<file path="src/rtl/seq_input_conditioner_pkg.sv">
// Shared definitions for the sequence-detector input path: build-time defaults and the
// detector FSM state encodings, so the conditioner and the FSM agree on one source.
package seq_input_conditioner_pkg;

  localparam int DEF_SYNC_STAGES = 2;
  localparam int DEF_DB_CYCLES   = 1_000_000;
  localparam int DEF_TICK_DIV    = 268_435_456;

  localparam logic [1:0] S0 = 2'b00;
  localparam logic [1:0] S1 = 2'b01;
  localparam logic [1:0] S2 = 2'b10;
  localparam logic [1:0] S3 = 2'b11;

  typedef enum logic [1:0] {
    ST_S0 = S0,
    ST_S1 = S1,
    ST_S2 = S2,
    ST_S3 = S3
  } fsm_state_e;

  // Counter width for a modulus n; never narrower than one bit.
  function automatic int cnt_width(input int n);
    return (n > 1) ? $clog2(n) : 1;
  endfunction

endpackage

</file>
<file path="src/rtl/seq_input_conditioner_db_cell.sv">
// One conditioned input: a synchronizer chain followed by a persistence debouncer.
// The stable value only moves after DB_CYCLES consecutive cycles of disagreement.
module db_cell
  import seq_input_conditioner_pkg::*;
#(
  parameter int SYNC_STAGES = DEF_SYNC_STAGES,
  parameter int DB_CYCLES   = DEF_DB_CYCLES
) (
  input  logic clk,
  input  logic reset,
  input  logic raw,
  output logic stable
);

  localparam int            CW     = cnt_width(DB_CYCLES);
  localparam logic [CW-1:0] C_LAST = CW'(DB_CYCLES - 1);
  localparam logic [CW-1:0] C_ONE  = CW'(1);

  logic [SYNC_STAGES-1:0] sync_p0;
  logic                   sync_bit;
  logic [CW-1:0]          cnt_p1;

  // Stage p0: metastability chain, nothing but flops until the last stage
  always_ff @(posedge clk or posedge reset) begin
    if (reset) begin
      sync_p0 <= '0;
    end else begin
      sync_p0 <= {sync_p0[SYNC_STAGES-2:0], raw};
    end
  end

  assign sync_bit = sync_p0[SYNC_STAGES-1];

  // Stage p1: any agreement restarts the persistence count
  always_ff @(posedge clk or posedge reset) begin
    if (reset) begin
      stable <= 1'b0;
      cnt_p1 <= '0;
    end else if (sync_bit == stable) begin
      cnt_p1 <= '0;
    end else if (cnt_p1 == C_LAST) begin
      stable <= sync_bit;
      cnt_p1 <= '0;
    end else begin
      cnt_p1 <= cnt_p1 + C_ONE;
    end
  end

endmodule

</file>
<file path="src/rtl/seq_input_conditioner.sv">
// Front end of the serial sequence detector: debounced data bit plus a single-cycle
// advance strobe from either a manual button press or the periodic auto tick.
module seq_input_conditioner
  import seq_input_conditioner_pkg::*;
#(
  parameter int SYNC_STAGES = DEF_SYNC_STAGES,
  parameter int DB_CYCLES   = DEF_DB_CYCLES,
  parameter int TICK_DIV    = DEF_TICK_DIV
) (
  input  logic clk,
  input  logic reset,
  input  logic raw_in,
  input  logic raw_step,
  input  logic raw_auto,
  output logic bit_out,
  output logic auto_mode,
  output logic step_pulse,
  output logic auto_tick,
  output logic step_en
);

  localparam int            TW     = cnt_width(TICK_DIV);
  localparam logic [TW-1:0] T_LAST = TW'(TICK_DIV - 1);
  localparam logic [TW-1:0] T_ONE  = TW'(1);

  logic          s_in;
  logic          s_step;
  logic          s_auto;
  logic          s_step_p1;
  logic          auto_mode_p1;
  logic [TW-1:0] tcnt_p1;

  db_cell #(.SYNC_STAGES(SYNC_STAGES), .DB_CYCLES(DB_CYCLES)) u_db_in (
    .clk    (clk),
    .reset  (reset),
    .raw    (raw_in),
    .stable (s_in)
  );

  db_cell #(.SYNC_STAGES(SYNC_STAGES), .DB_CYCLES(DB_CYCLES)) u_db_step (
    .clk    (clk),
    .reset  (reset),
    .raw    (raw_step),
    .stable (s_step)
  );

  db_cell #(.SYNC_STAGES(SYNC_STAGES), .DB_CYCLES(DB_CYCLES)) u_db_auto (
    .clk    (clk),
    .reset  (reset),
    .raw    (raw_auto),
    .stable (s_auto)
  );

  assign bit_out   = s_in;
  assign auto_mode = s_auto;

  // Stage p1: press edge detect and auto-step period counter
  always_ff @(posedge clk or posedge reset) begin
    if (reset) begin
      s_step_p1    <= 1'b0;
      step_pulse   <= 1'b0;
      auto_mode_p1 <= 1'b0;
      tcnt_p1      <= '0;
    end else begin
      s_step_p1    <= s_step;
      step_pulse   <= s_step & ~s_step_p1;
      auto_mode_p1 <= s_auto;
      // Count is held at 0 for the first auto cycle so the first tick lands a full period after the rise.
      if (!s_auto || !auto_mode_p1) begin
        tcnt_p1 <= '0;
      end else if (tcnt_p1 == T_LAST) begin
        tcnt_p1 <= '0;
      end else begin
        tcnt_p1 <= tcnt_p1 + T_ONE;
      end
    end
  end

  // Gating by auto_mode suppresses a tick in the cycle the mode drops.
  assign auto_tick = s_auto & (tcnt_p1 == T_LAST);
  assign step_en   = step_pulse | auto_tick;

endmodule
</file>
<file path="config.mk">
export PLATFORM = sky130hd
export DESIGN_NAME = seq_input_conditioner
export DESIGN_NICKNAME = d
export VERILOG_FILES = /design/src/rtl/seq_input_conditioner_pkg.sv /design/src/rtl/seq_input_conditioner_db_cell.sv /design/src/rtl/seq_input_conditioner.sv
export SDC_FILE = /design/constraint.sdc
export NUM_CORES = 1
export LEC_CHECK = 0
export BUFFER_PORTS_ARGS = -buffer_cell sky130_fd_sc_hd__buf_2
export CORE_MARGIN = 8
export CORE_UTILIZATION = 54
export CTS_BUF_LIST = sky130_fd_sc_hd__clkbuf_8
export DETAILED_ROUTE_END_ITERATION = 8
export PLACE_DENSITY = 0.7
export SLEW_MARGIN = 5
export SYNTH_ARGS = -nofsm -noshare
export SYNTH_HDL_FRONTEND = slang
export SYNTH_SLANG_ARGS = --single-unit
</file>
<file path="constraint.sdc">
create_clock -name clk -period 6.68 [get_ports clk]
set_input_delay 1.336 -clock clk [delete_from_list [all_inputs] [get_ports clk]]
set_output_delay 1.336 -clock clk [all_outputs]
set_load 0.02 [all_outputs]
</file>
==> metrics.txt, run 1 <==
# TYPE chip_impl_metric gauge
chip_impl_metric{name="layout-drive-gt1-share",unit="%"} 9.325
chip_impl_metric{name="ys_seq_elements",unit=""} 100
chip_impl_metric{name="clock_insertion_delay_worst_skew",unit="ps"} 360
chip_impl_metric{name="htree_levels",unit=""} 3
chip_impl_info{name="critical-path-slowest-cell",value="nand4_1"} 1
chip_impl_metric{name="met3RoutedLength",unit="um"} 256
chip_impl_metric{name="global_route_wire_length_before_repair",unit="um"} 15720
chip_impl_metric{name="grt_start_max_net_pins",unit=""} 61
chip_impl_metric{name="core_area",unit="mm^2"} 0.008763
chip_impl_metric{name="finalSetupViolCount",unit=""} 0
chip_impl_metric{name="crit_path_max_fanout",unit=""} 15
chip_impl_info{name="r2r-end",value="tcnt_p1[27]$_DFF_PP0_"} 1
chip_impl_metric{name="min_path_cells",unit=""} 0
chip_impl_metric{name="synthDistinctLibCells",unit=""} 42
chip_impl_metric{name="finalMaxSlewViolations",unit=""} 0
chip_impl_metric{name="routed_wirelength",unit="um"} 8847
chip_impl_metric{name="grt_overflow",unit=""} 0
chip_impl_metric{name="synth_cells",unit=""} 496
chip_impl_info{name="crit-reg2reg-launch",value="tcnt_p1[7]$_DFF_PP0_"} 1
chip_impl_metric{name="detail_route.first_pass.iterations",unit=""} 4
chip_impl_metric{name="final.period_utilization",unit="%"} 56.29
chip_impl_metric{name="design.die.area",unit="mm^2"} 0.01239
chip_impl_metric{name="globalplace.congestion",unit=""} 0.8267
chip_impl_info{name="routed.top_layer",value="met4"} 1
chip_impl_metric{name="design_power_total",unit="mW"} 1.047
chip_impl_metric{name="p_leak",unit="nW"} 2.062
chip_impl_metric{name="detailed_place_hpwl",unit="um"} 5905
chip_impl_metric{name="yosysSeqAreaShare",unit="%"} 51.01
chip_impl_metric{name="vias_after_detailed_routing",unit=""} 3683
chip_impl_info{name="hold_class",value="register to register"} 1
chip_impl_metric{name="finalHoldViolCount",unit=""} 0
chip_impl_info{name="worstSetupPathType",value="register to output port"} 1
chip_impl_metric{name="worst-endpoint-arrival",unit="ps"} 2420
chip_impl_metric{name="ys_async_sr_fraction",unit="%"} 100.0
chip_impl_metric{name="number_of_remaining_drc_errors",unit=""} 0
chip_impl_metric{name="area_growth_syn_to_layout",unit="%"} 7.269
chip_impl_metric{name="fin_tns_setup",unit="ps"} 0
chip_impl_info{name="rsz_0062_raised_after_global_routing",value="no"} 1
chip_impl_metric{name="antenna_violating_nets_post_route",unit=""} 0
chip_impl_metric{name="clockBufferDepth",unit=""} 2
chip_impl_metric{name="floorplan.initialDensity",unit="%"} 55.98
chip_impl_info{name="cts_root_buf",value="clkbuf_8"} 1
chip_impl_metric{name="wirelength_met1",unit="um"} 4307
chip_impl_metric{name="final.setup_skew",unit="ps"} 14.07
chip_impl_metric{name="power_density",unit="mW/mm^2"} 199.0
chip_impl_metric{name="synth-edff-count",unit=""} 0
chip_impl_metric{name="wl_per_cell",unit="um"} 14.46
chip_impl_metric{name="r2r_slack",unit="ps"} 4320
chip_impl_info{name="worstPathCellList",value="and4_1 -> nand4_1 -> nor4_2 -> a21o_1 -> buf_2"} 1
chip_impl_metric{name="dp_slack",unit="ps"} 3335
chip_impl_metric{name="tritoncts.num_buffers",unit=""} 9
chip_impl_metric{name="synth_nets",unit=""} 505
chip_impl_metric{name="max_stage_delay",unit="ps"} 500
chip_impl_info{name="tritoncts_clock_tree",value="yes"} 1
chip_impl_metric{name="fin_crit",unit="ps"} 3760
chip_impl_metric{name="syn-mean-instance-area",unit="um^2"} 9.891
chip_impl_metric{name="chipWidth",unit="um"} 111.3
chip_impl_metric{name="fmaxAchievable",unit="MHz"} 266.0
chip_impl_info{name="synth.area.top_cells",value="dfrtp_1 (51%), xor2_1 (5.7%), nand3_1 (3.4%)"} 1
chip_impl_metric{name="irDropWorstVdd",unit="V"} 0.0001161
chip_impl_metric{name="cap_violations",unit=""} 0
chip_impl_metric{name="post-cts-setup-buffer-count",unit=""} 0
chip_impl_info{name="critical_path.startpoint_type",value="register"} 1
chip_impl_metric{name="drt-initial-drc-count",unit=""} 187
chip_impl_info{name="synth-main-ff-cell",value="dfrtp_1"} 1
chip_impl_info{name="min_delay_worst_endpoint",value="u_db_in.sync_p0[1]$_DFF_PP0_"} 1
chip_impl_metric{name="gr-usage-all-layers",unit="%"} 14.59
chip_impl_metric{name="via_per_inst",unit=""} 6.018
chip_impl_metric{name="cts.hold.buffers_added",unit=""} 0
chip_impl_metric{name="io_buffer_count",unit=""} 9
chip_impl_metric{name="reg2regPathDepth",unit=""} 4
chip_impl_metric{name="final_critical_path_setup_slack",unit="ps"} 2920
chip_impl_metric{name="hold-worst-slack",unit="ps"} 353.8
chip_impl_info{name="crit_start",value="tcnt_p1[7]$_DFF_PP0_"} 1
chip_impl_metric{name="cts.sinks",unit=""} 100
chip_impl_metric{name="grt_antenna_before_repair",unit=""} 0
chip_impl_metric{name="top_level_ports",unit=""} 10
chip_impl_info{name="synthDominantAreaCellType",value="dfrtp_1"} 1
chip_impl_info{name="outcome",value="completed"} 1
chip_impl_metric{name="crit_required",unit="ps"} 5340
chip_impl_metric{name="die_height",unit="um"} 111.3
chip_impl_metric{name="number_of_placement_rows",unit=""} 34
chip_impl_info{name="timing.critical_path.to_type",value="output port"} 1
chip_impl_metric{name="combined_area_of_all_synthesized_cells",unit="mm^2"} 0.004906
chip_impl_metric{name="worst_slew_pin_slew",unit="ps"} 920.8
chip_impl_metric{name="number_of_global_route_vias_before_repair",unit=""} 3440
chip_impl_metric{name="synth_top_area_share",unit="%"} 51.01
chip_impl_info{name="timing.hold.worst.start",value="u_db_in.sync_p0[0]$_DFF_PP0_"} 1
chip_impl_metric{name="synth.yosys.warnings",unit=""} 0
chip_impl_metric{name="wl_met2",unit="um"} 4216
chip_impl_metric{name="clkSlewWorstSetupHoldPaths",unit="ps"} 90
chip_impl_metric{name="final_net_count",unit=""} 508
chip_impl_metric{name="max_transition_margin",unit="%"} 38.46
chip_impl_metric{name="insertedDiodeCount",unit=""} 0
chip_impl_metric{name="post_cts_resized",unit=""} 0
[metal layers]
| layer | track usage, % | up-vias |
|---|---|---|
| li1 | - | 1807 |
| met1 | 18.98 | 1829 |
| met2 | 23.94 | 40 |
| met3 | 3.626 | 7 |
| met4 | 3.200 | 0 |
| met5 | 0 | - |
[cells in the mapped netlist (2+ instances only)]
library cell / number
a21oi_1: 20
or4_1: 16
or3_1: 14
nor3b_1: 2
nand4b_1: 2
o41ai_1: 3
nor4_1: 14
mux2i_1: 3
clkbuf_1: 17
and4_1: 8
ha_1: 4
and3_1: 9
or4b_2: 2
mux2_2: 3
a211oi_1: 6
o21ai_0: 11
buf_2: 5
or2_2: 4
xnor2_1: 18
nand2_1: 32
inv_1: 12
nand2b_1: 2
nor3_1: 24
dfrtp_1: 100
o31ai_1: 15
nand3_1: 33
a31oi_1: 2
and2_1: 7
nor2_1: 43
xor2_1: 32
nand4_1: 22
[through the flow]
step,std cells,utilization (%),area (um^2)
2_1_floorplan,496,-,4906
3_3_place_gp,596,57.70,5056
3_5_place_dp,596,57.70,5056
4_1_cts,612,60.05,5263
5_1_grt,612,60.05,5263
6_report,612,60.05,5263
[layout make-up]
type,instances,area (um^2)
Fill cell,719,3501
Clock inverter,6,68.82
Tap cell,108,135.1
Sequential cell,100,2502
Multi-Input combinational cell,362,2288
Inverter,12,47.55
Timing Repair Buffer,14,82.58
Clock buffer,10,137.6
[worst max-delay path by stage]
stage	endpoint	slack (ps)	cells after the start
floorplan	auto_mode_p1$_DFF_PP0_	2730	1
global placement	step_en	3420	5
detailed placement	step_en	3330	5
CTS	step_en	2910	5
global route	step_en	2710	5
finish	step_en	2920	5
[logic make-up after synthesis]
group | after synthesis | synth area share [%]
AOI/OAI and AO/OA | 62 | 8.034
adders and majority gates | 4 | 1.020
buffers and inverters | 34 | 2.729
and+or+nand+nor | 240 | 26.98
DFF | 100 | 51.01
xor gates and xnor gates | 50 | 8.926
muxes | 6 | 1.301
[flip-flops by register name, summed over array words and instances (netlist names)]
name and flops:
u_db_auto.cnt_p1 20, u_db_step.stable 1, auto_mode_p1 1, tcnt_p1 28
u_db_in.cnt_p1 20, u_db_auto.sync_p0 2, u_db_step.cnt_p1 20, step_pulse 1
u_db_in.stable 1, u_db_auto.stable 1, u_db_in.sync_p0 2, u_db_step.sync_p0 2
s_step_p1 1
[critical path, delay by kind of cell (launching register included)]
family                 cells  cell delay [ps]
AO/OA/AOI/OAI              1              150
buffers and inverters      1              150
flip-flops                 1              460
AND/OR/NAND/NOR            3             1300
[power breakdown]
| part | switching, mW | total (mW) | internal, mW |
|---|---|---|---|
| registers | 0.00685 | 0.618 | 0.611 |
| clock network | 0.212 | 0.399 | 0.187 |
| logic | 0.0222 | 0.0300 | 0.00778 |
[layout by cell type, fill, tap and decap left out, types with 3 or more instances in the layout]
master / n
and3_1: 9
and4_1: 8
nand2_1: 32
a211oi_1: 6
mux2i_1: 3
or2_2: 4
or4_1: 16
nor4_1: 13
ha_1: 4
buf_2: 9
nand3_1: 33
nor3_1: 24
mux2_2: 3
a21oi_1: 20
xor2_1: 32
xnor2_1: 18
dfrtp_1: 100
clkbuf_8: 10
or3_1: 14
inv_6: 3
o31ai_1: 14
and2_1: 7
buf_4: 5
nand4_1: 22
inv_1: 11
o21ai_0: 10
nor2_1: 43
Note: power is estimated with default switching activity, not from simulation.
==> inputs of run 2 (changes only) <==
- ABC_AREA: default -> 1
- clock period: 6.68 -> 3.55 ns (I/O delays scaled with it)
==> metrics.txt, run 2 <==
# TYPE chip_impl_metric gauge
chip_impl_info{name="outcome",value="completed"} 1
chip_impl_metric{name="grt_antenna_before_repair",unit=""} 0
chip_impl_metric{name="combined_area_of_all_synthesized_cells",unit="mm^2"} 0.005175
chip_impl_info{name="synth.area.top_cells",value="dfrtp_1 (48%), nor2_1 (12%), nand2_1 (11%)"} 1
chip_impl_info{name="regMostFlops",value="tcnt_p1"} 1
chip_impl_metric{name="io_buffer_count",unit=""} 9
chip_impl_metric{name="irDropWorstVdd",unit="V"} 0.0002848
chip_impl_metric{name="p_leak",unit="nW"} 2.340
chip_impl_info{name="synthDominantAreaCellType",value="dfrtp_1"} 1
chip_impl_metric{name="detailed_place_hpwl",unit="um"} 7426
chip_impl_metric{name="post_cts_resized",unit=""} 0
chip_impl_metric{name="global_route_wire_length_before_repair",unit="um"} 17910
chip_impl_info{name="cpLargestDelayFamily",value="simple AND/OR/NAND/NOR gates"} 1
chip_impl_metric{name="worst_slew_pin_slew",unit="ps"} 851.3
chip_impl_metric{name="grt_overflow",unit=""} 0
chip_impl_metric{name="fin_crit",unit="ps"} 2601
chip_impl_metric{name="clockBufferDepth",unit=""} 2
chip_impl_info{name="rsz_0062_raised_after_global_routing",value="no"} 1
chip_impl_metric{name="synth.yosys.warnings",unit=""} 0
chip_impl_metric{name="power_density",unit="mW/mm^2"} 355.3
chip_impl_metric{name="worst-endpoint-arrival",unit="ps"} 1890
chip_impl_metric{name="top_level_ports",unit=""} 10
chip_impl_metric{name="number_of_remaining_drc_errors",unit=""} 0
chip_impl_metric{name="synth_cells",unit=""} 661
chip_impl_info{name="most_used_standard_cell_by_instance_count_after_synthesis",value="nor2_1"} 1
chip_impl_metric{name="layout-drive-gt1-share",unit="%"} 8.455
chip_impl_metric{name="regArea",unit="mm^2"} 0.002502
chip_impl_metric{name="htree_levels",unit=""} 3
chip_impl_metric{name="number_of_global_route_vias_before_repair",unit=""} 4012
chip_impl_metric{name="insertedDiodeCount",unit=""} 0
chip_impl_metric{name="crit_path_max_fanout",unit=""} 6
chip_impl_metric{name="routed_wirelength",unit="um"} 10010
chip_impl_metric{name="multiInputGateArea",unit="mm^2"} 0.002420
chip_impl_metric{name="gr-usage-all-layers",unit="%"} 16.89
chip_impl_info{name="synth_top_cells_by_count",value="nor2_1 (170), nand2_1 (145), dfrtp_1 (100), inv_1 (58), nand3_1 (57)"} 1
chip_impl_info{name="final_cell_mix",value="nor2_1 (170), nand2_1 (145), dfrtp_1 (100)"} 1
chip_impl_info{name="layout_commonest_cell",value="nor2_1"} 1
chip_impl_metric{name="finalSetupViolCount",unit=""} 0
chip_impl_metric{name="cts.sinks",unit=""} 100
chip_impl_metric{name="chipWidth",unit="um"} 113.9
chip_impl_info{name="worstSetupPathType",value="register to output port"} 1
chip_impl_info{name="critical_path.startpoint_type",value="register"} 1
chip_impl_metric{name="area_growth_syn_to_layout",unit="%"} 7.930
chip_impl_metric{name="max_transition_margin",unit="%"} 42.84
chip_impl_metric{name="cap_violations",unit=""} 0
chip_impl_metric{name="post-cts-setup-buffer-count",unit=""} 0
chip_impl_metric{name="design.die.area",unit="mm^2"} 0.01297
chip_impl_metric{name="fmaxAchievable",unit="MHz"} 384.5
chip_impl_metric{name="synthDistinctLibCells",unit=""} 29
chip_impl_metric{name="globalplace.congestion",unit=""} 0.8889
chip_impl_metric{name="dp_slack",unit="ps"} 1330
chip_impl_metric{name="final.period_utilization",unit="%"} 73.26
chip_impl_metric{name="yosysSeqAreaShare",unit="%"} 48.36
chip_impl_metric{name="detail_route.first_pass.iterations",unit=""} 4
chip_impl_info{name="worstPathCellList",value="ha_1 -> nand2_1 -> nor2_4 -> nand2_4 -> nor2_8 -> nand3_4 -> o21bai_1 -> buf_2"} 1
chip_impl_metric{name="synth_top_area_share",unit="%"} 48.36
chip_impl_metric{name="number_of_placement_rows",unit=""} 35
chip_impl_metric{name="fin_tns_setup",unit="ps"} 0
chip_impl_metric{name="crit_required",unit="ps"} 2840
chip_impl_metric{name="core_area",unit="mm^2"} 0.009284
chip_impl_metric{name="worst-path-buf-inv",unit=""} 1
chip_impl_info{name="hold_class",value="register to register"} 1
chip_impl_metric{name="vias_after_detailed_routing",unit=""} 4138
chip_impl_metric{name="ys_seq_elements",unit=""} 100
chip_impl_metric{name="floorplan.initialDensity",unit="%"} 55.74
chip_impl_metric{name="max_stage_delay",unit="ps"} 390
chip_impl_metric{name="final_cell_area",unit="mm^2"} 0.005585
chip_impl_info{name="tritoncts_clock_tree",value="yes"} 1
chip_impl_metric{name="fillerInstances",unit=""} 846
chip_impl_metric{name="finalMaxSlewViolations",unit=""} 0
chip_impl_metric{name="wl_per_cell",unit="um"} 12.28
chip_impl_info{name="timing.critical_path.to_type",value="output port"} 1
chip_impl_metric{name="synth-edff-count",unit=""} 0
chip_impl_metric{name="ys_async_sr_fraction",unit="%"} 100.0
chip_impl_metric{name="die_height",unit="um"} 113.9
chip_impl_metric{name="final_net_count",unit=""} 691
chip_impl_info{name="cts_root_buf",value="clkbuf_8"} 1
chip_impl_metric{name="via_per_inst",unit=""} 5.077
chip_impl_metric{name="syn-mean-instance-area",unit="um^2"} 7.829
chip_impl_metric{name="place_area",unit="mm^2"} 0.005379
chip_impl_metric{name="finalHoldViolCount",unit=""} 0
chip_impl_metric{name="largest_register_ff_count",unit=""} 28
chip_impl_metric{name="synth_nets",unit=""} 670
chip_impl_info{name="synth-main-ff-cell",value="dfrtp_1"} 1
chip_impl_metric{name="antenna_violating_nets_post_route",unit=""} 0
chip_impl_info{name="critical-path-slowest-cell",value="dfrtp_1"} 1
chip_impl_metric{name="final.setup_skew",unit="ps"} 12.11
chip_impl_metric{name="cts.hold.buffers_added",unit=""} 0
chip_impl_metric{name="drt-initial-drc-count",unit=""} 241
chip_impl_metric{name="clkSlewWorstSetupHoldPaths",unit="ps"} 90
chip_impl_metric{name="final_critical_path_setup_slack",unit="ps"} 949.2
chip_impl_metric{name="tritoncts.num_buffers",unit=""} 9
chip_impl_metric{name="clock_insertion_delay_worst_skew",unit="ps"} 360
chip_impl_metric{name="grt_start_max_net_pins",unit=""} 55
-- run 2: kinds of logic after synthesis --
kind of cell / count (synthesis) / share of synthesized area [%]
buffers and inverters: 63 / 4.884
adders and majority gates: 4 / 0.9672
AOI/OAI and AO/OA: 28 / 2.974
and+or+nand+nor: 419 / 34.86
xor gates and xnor gates: 47 / 7.955
DFF: 100 / 48.36
-- run 2: layer usage --
metal	GRT usage (%)	up-vias	part of all wire [%]
li1	-	2111	-
met1	20.63	1946	47
met2	28.72	72	48
met3	3.803	9	3.8
met4	5.768	0	0.93
met5	0	-	0
-- run 2: power breakdown --
group	internal, mW	switching, mW	total, mW
Combinational	0.0143	0.0432	0.0576
Clock	0.388	0.381	0.769
Sequential	1.15	0.00760	1.16
Total	1.55	0.432	1.98
-- run 2: path summary, 6_finish.rpt --
kind	slack [ps]	to	start	cells after the start
worst max-delay path	950	step_en	tcnt_p1[0]$_DFF_PP0_	8
worst min-delay path	350	u_db_step.sync_p0[1]$_DFF_PP0_	u_db_step.sync_p0[0]$_DFF_PP0_	0
worst max register to register	1850	u_db_auto.cnt_p1[5]$_DFF_PP0_	u_db_auto.stable$_DFFE_PP0P_	4
worst min register to register	350	u_db_step.sync_p0[1]$_DFF_PP0_	u_db_step.sync_p0[0]$_DFF_PP0_	0
max in group asynchronous	2360	u_db_auto.cnt_p1[6]$_DFF_PP0_	reset	3
min in group asynchronous	420	u_db_auto.sync_p0[0]$_DFF_PP0_	reset	2
-- run 2: metrics by stage --
step,utilization [%],hold slack [ps],total power [mW],std cells
5_1_grt,60.16,369.0,2.060,815
2_1_floorplan,-,331.2,1.221,661
3_5_place_dp,57.94,337.2,1.241,800
4_1_cts,60.16,357.6,2.012,815
6_report,60.16,349.3,1.984,815
3_3_place_gp,57.94,337.7,1.239,800
-- run 2: cell type report --
class                      count  share of cell area, %
multi-input combinational    498                  43.32
tap                          129                  2.890
sequential                   100                  44.80
timing repair buffer          11                  1.075
clock inverter                 6                  1.478
clock buffer                   9                  2.218
inverter                      62                  4.211
==> inputs of run 3 (changes only) <==
- clock period: 3.55 -> 2.5 ns (I/O delays scaled with it)
==> metrics.txt, run 3 (synthesis gave the netlist of run 2 again) <==
# TYPE chip_impl_metric gauge
chip_impl_metric{name="final_cell_area",unit="mm^2"} 0.005608
chip_impl_metric{name="grt_overflow",unit=""} 0
chip_impl_metric{name="worst-endpoint-arrival",unit="ps"} 1880
chip_impl_metric{name="final.period_utilization",unit="%"} 95.12
chip_impl_info{name="layout_commonest_cell",value="nor2_1"} 1
chip_impl_metric{name="grt_antenna_before_repair",unit=""} 0
chip_impl_metric{name="routed_wirelength",unit="um"} 9950
chip_impl_metric{name="largest_register_ff_count",unit=""} 28
chip_impl_metric{name="max_transition_margin",unit="%"} 55.60
chip_impl_metric{name="top_level_ports",unit=""} 10
chip_impl_metric{name="fin_crit",unit="ps"} 2378
chip_impl_metric{name="irDropWorstVdd",unit="V"} 0.0003425
chip_impl_info{name="regMostFlops",value="tcnt_p1"} 1
chip_impl_metric{name="finalHoldViolCount",unit=""} 0
chip_impl_info{name="final_cell_mix",value="nor2_1 (170), nand2_1 (145), dfrtp_1 (100)"} 1
chip_impl_metric{name="worst-path-buf-inv",unit=""} 1
chip_impl_metric{name="grt_start_max_net_pins",unit=""} 39
chip_impl_info{name="worstPathCellList",value="ha_1 -> nand2_1 -> nor2_4 -> nand2_4 -> nor2_8 -> nand3_4 -> o21bai_1 -> buf_4"} 1
chip_impl_metric{name="core_area",unit="mm^2"} 0.009284
chip_impl_metric{name="layout-drive-gt1-share",unit="%"} 9.130
chip_impl_metric{name="finalSetupViolCount",unit=""} 0
chip_impl_metric{name="p_leak",unit="nW"} 2.350
chip_impl_metric{name="cap_violations",unit=""} 0
chip_impl_metric{name="cts.sinks",unit=""} 100
chip_impl_metric{name="power_density",unit="mW/mm^2"} 476.4
chip_impl_metric{name="crit_required",unit="ps"} 2000
chip_impl_metric{name="htree_levels",unit=""} 3
chip_impl_metric{name="design.die.area",unit="mm^2"} 0.01297
chip_impl_metric{name="worst_slew_pin_slew",unit="ps"} 664.6
chip_impl_metric{name="clockBufferDepth",unit=""} 2
chip_impl_metric{name="fillerInstances",unit=""} 859
chip_impl_metric{name="floorplan.initialDensity",unit="%"} 55.74
chip_impl_metric{name="detailed_place_hpwl",unit="um"} 7332
chip_impl_metric{name="antenna_violating_nets_post_route",unit=""} 0
chip_impl_metric{name="max_stage_delay",unit="ps"} 380
chip_impl_metric{name="io_buffer_count",unit=""} 9
chip_impl_metric{name="number_of_remaining_drc_errors",unit=""} 0
chip_impl_info{name="critical_path.startpoint_type",value="register"} 1
chip_impl_info{name="cts_root_buf",value="clkbuf_8"} 1
chip_impl_metric{name="place_area",unit="mm^2"} 0.005413
chip_impl_info{name="hold_class",value="primary input to asynchronous set/reset pin"} 1
chip_impl_metric{name="vias_after_detailed_routing",unit=""} 4080
chip_impl_metric{name="insertedDiodeCount",unit=""} 0
chip_impl_metric{name="number_of_global_route_vias_before_repair",unit=""} 3996
chip_impl_info{name="worstSetupPathType",value="register to output port"} 1
chip_impl_metric{name="globalplace.congestion",unit=""} 0.8939
chip_impl_metric{name="design_power_total",unit="mW"} 2.672
chip_impl_metric{name="gr-usage-all-layers",unit="%"} 16.79
chip_impl_info{name="timing.critical_path.to_type",value="output port"} 1
chip_impl_metric{name="finalMaxSlewViolations",unit=""} 0
chip_impl_metric{name="detail_route.first_pass.iterations",unit=""} 4
chip_impl_info{name="tritoncts_clock_tree",value="yes"} 1
chip_impl_metric{name="final_net_count",unit=""} 695
chip_impl_metric{name="tritoncts.num_buffers",unit=""} 9
chip_impl_metric{name="chipWidth",unit="um"} 113.9
chip_impl_metric{name="clock_insertion_delay_worst_skew",unit="ps"} 370
chip_impl_info{name="critical-path-slowest-cell",value="dfrtp_1"} 1
chip_impl_info{name="outcome",value="completed"} 1
chip_impl_metric{name="via_per_inst",unit=""} 4.982
chip_impl_info{name="cpLargestDelayFamily",value="simple AND/OR/NAND/NOR gates"} 1
chip_impl_metric{name="area_growth_syn_to_layout",unit="%"} 8.366
chip_impl_metric{name="final.setup_skew",unit="ps"} 8.509
chip_impl_metric{name="global_route_wire_length_before_repair",unit="um"} 17840
chip_impl_metric{name="clkSlewWorstSetupHoldPaths",unit="ps"} 100
chip_impl_metric{name="wl_per_cell",unit="um"} 12.15
chip_impl_metric{name="hold-worst-slack",unit="ps"} 215.7
chip_impl_metric{name="number_of_placement_rows",unit=""} 35
chip_impl_metric{name="drt-initial-drc-count",unit=""} 176
chip_impl_metric{name="crit_path_max_fanout",unit=""} 6
chip_impl_metric{name="fmaxAchievable",unit="MHz"} 420.5
chip_impl_metric{name="fin_tns_setup",unit="ps"} 0
chip_impl_metric{name="die_height",unit="um"} 113.9
[run 3: metrics by stage]
| step | util (%) | setup slack (ps) | std cells |
|---|---|---|---|
| after floorplan | - | 548.1 | 661 |
| after global placement | 58.30 | 533.0 | 801 |
| after detailed placement | 58.30 | 479.1 | 801 |
| after CTS | 60.13 | 48.44 | 816 |
| after global routing | 60.40 | -15.34 | 819 |
| final | 60.40 | 122.0 | 819 |
[run 3: worst register-to-register path, cell delays in order, from the launching register on]
cell,delay [ps]
dfrtp_1,380
ha_1,190
nand2_1,110
nor2_4,190
nand2_1,130
nor2_1,300
nand3_1,110
nand2_1,80
nor2_1,30
[run 3: where the power goes]
group	switching (mW)	internal, mW
Clock	0.573	0.368
Combinational	0.0618	0.0257
Sequential	0.0107	1.63
[run 3: final timing paths]
kind,cells past startpoint,slack (ps),start,endpoint
worst max-delay path,8,120,tcnt_p1[0]$_DFF_PP0_,step_en
worst min-delay path,2,220,reset,tcnt_p1[13]$_DFF_PP0_
worst max register to register,8,850,tcnt_p1[0]$_DFF_PP0_,tcnt_p1[22]$_DFF_PP0_
worst min register to register,0,360,u_db_in.sync_p0[0]$_DFF_PP0_,u_db_in.sync_p0[1]$_DFF_PP0_
max in group asynchronous,3,1700,reset,u_db_step.cnt_p1[10]$_DFF_PP0_
min in group clk,1,230,raw_in,u_db_in.sync_p0[0]$_DFF_PP0_
[run 3: layout make-up]
| type | instances | area, um^2 | area share, % |
|---|---|---|---|
| multi-input cells | 498 | 2420 | 43.15 |
| flip-flops and latches | 100 | 2502 | 44.62 |
| clock buffers | 9 | 123.9 | 2.209 |
| well taps | 129 | 161.4 | 2.878 |
| clock inverters | 6 | 46.29 | 0.8255 |
| inverters | 62 | 236.5 | 4.217 |
| repair buffers | 15 | 117.6 | 2.097 |
[run 3: repair_timing]
item	in CTS	in global routing
setup buffers	0	3
resized for setup	0	1
hold buffers	0	0
endpoints found under the hold margin	0	0
setup endpoints to repair	0	1
[run 3: layer usage]
layer / global-route usage, % / wire [um]
met5: 0 / 0
met4: 5.590 / 77
met3: 4.068 / 370
met2: 27.81 / 4757
met1: 21.02 / 4744
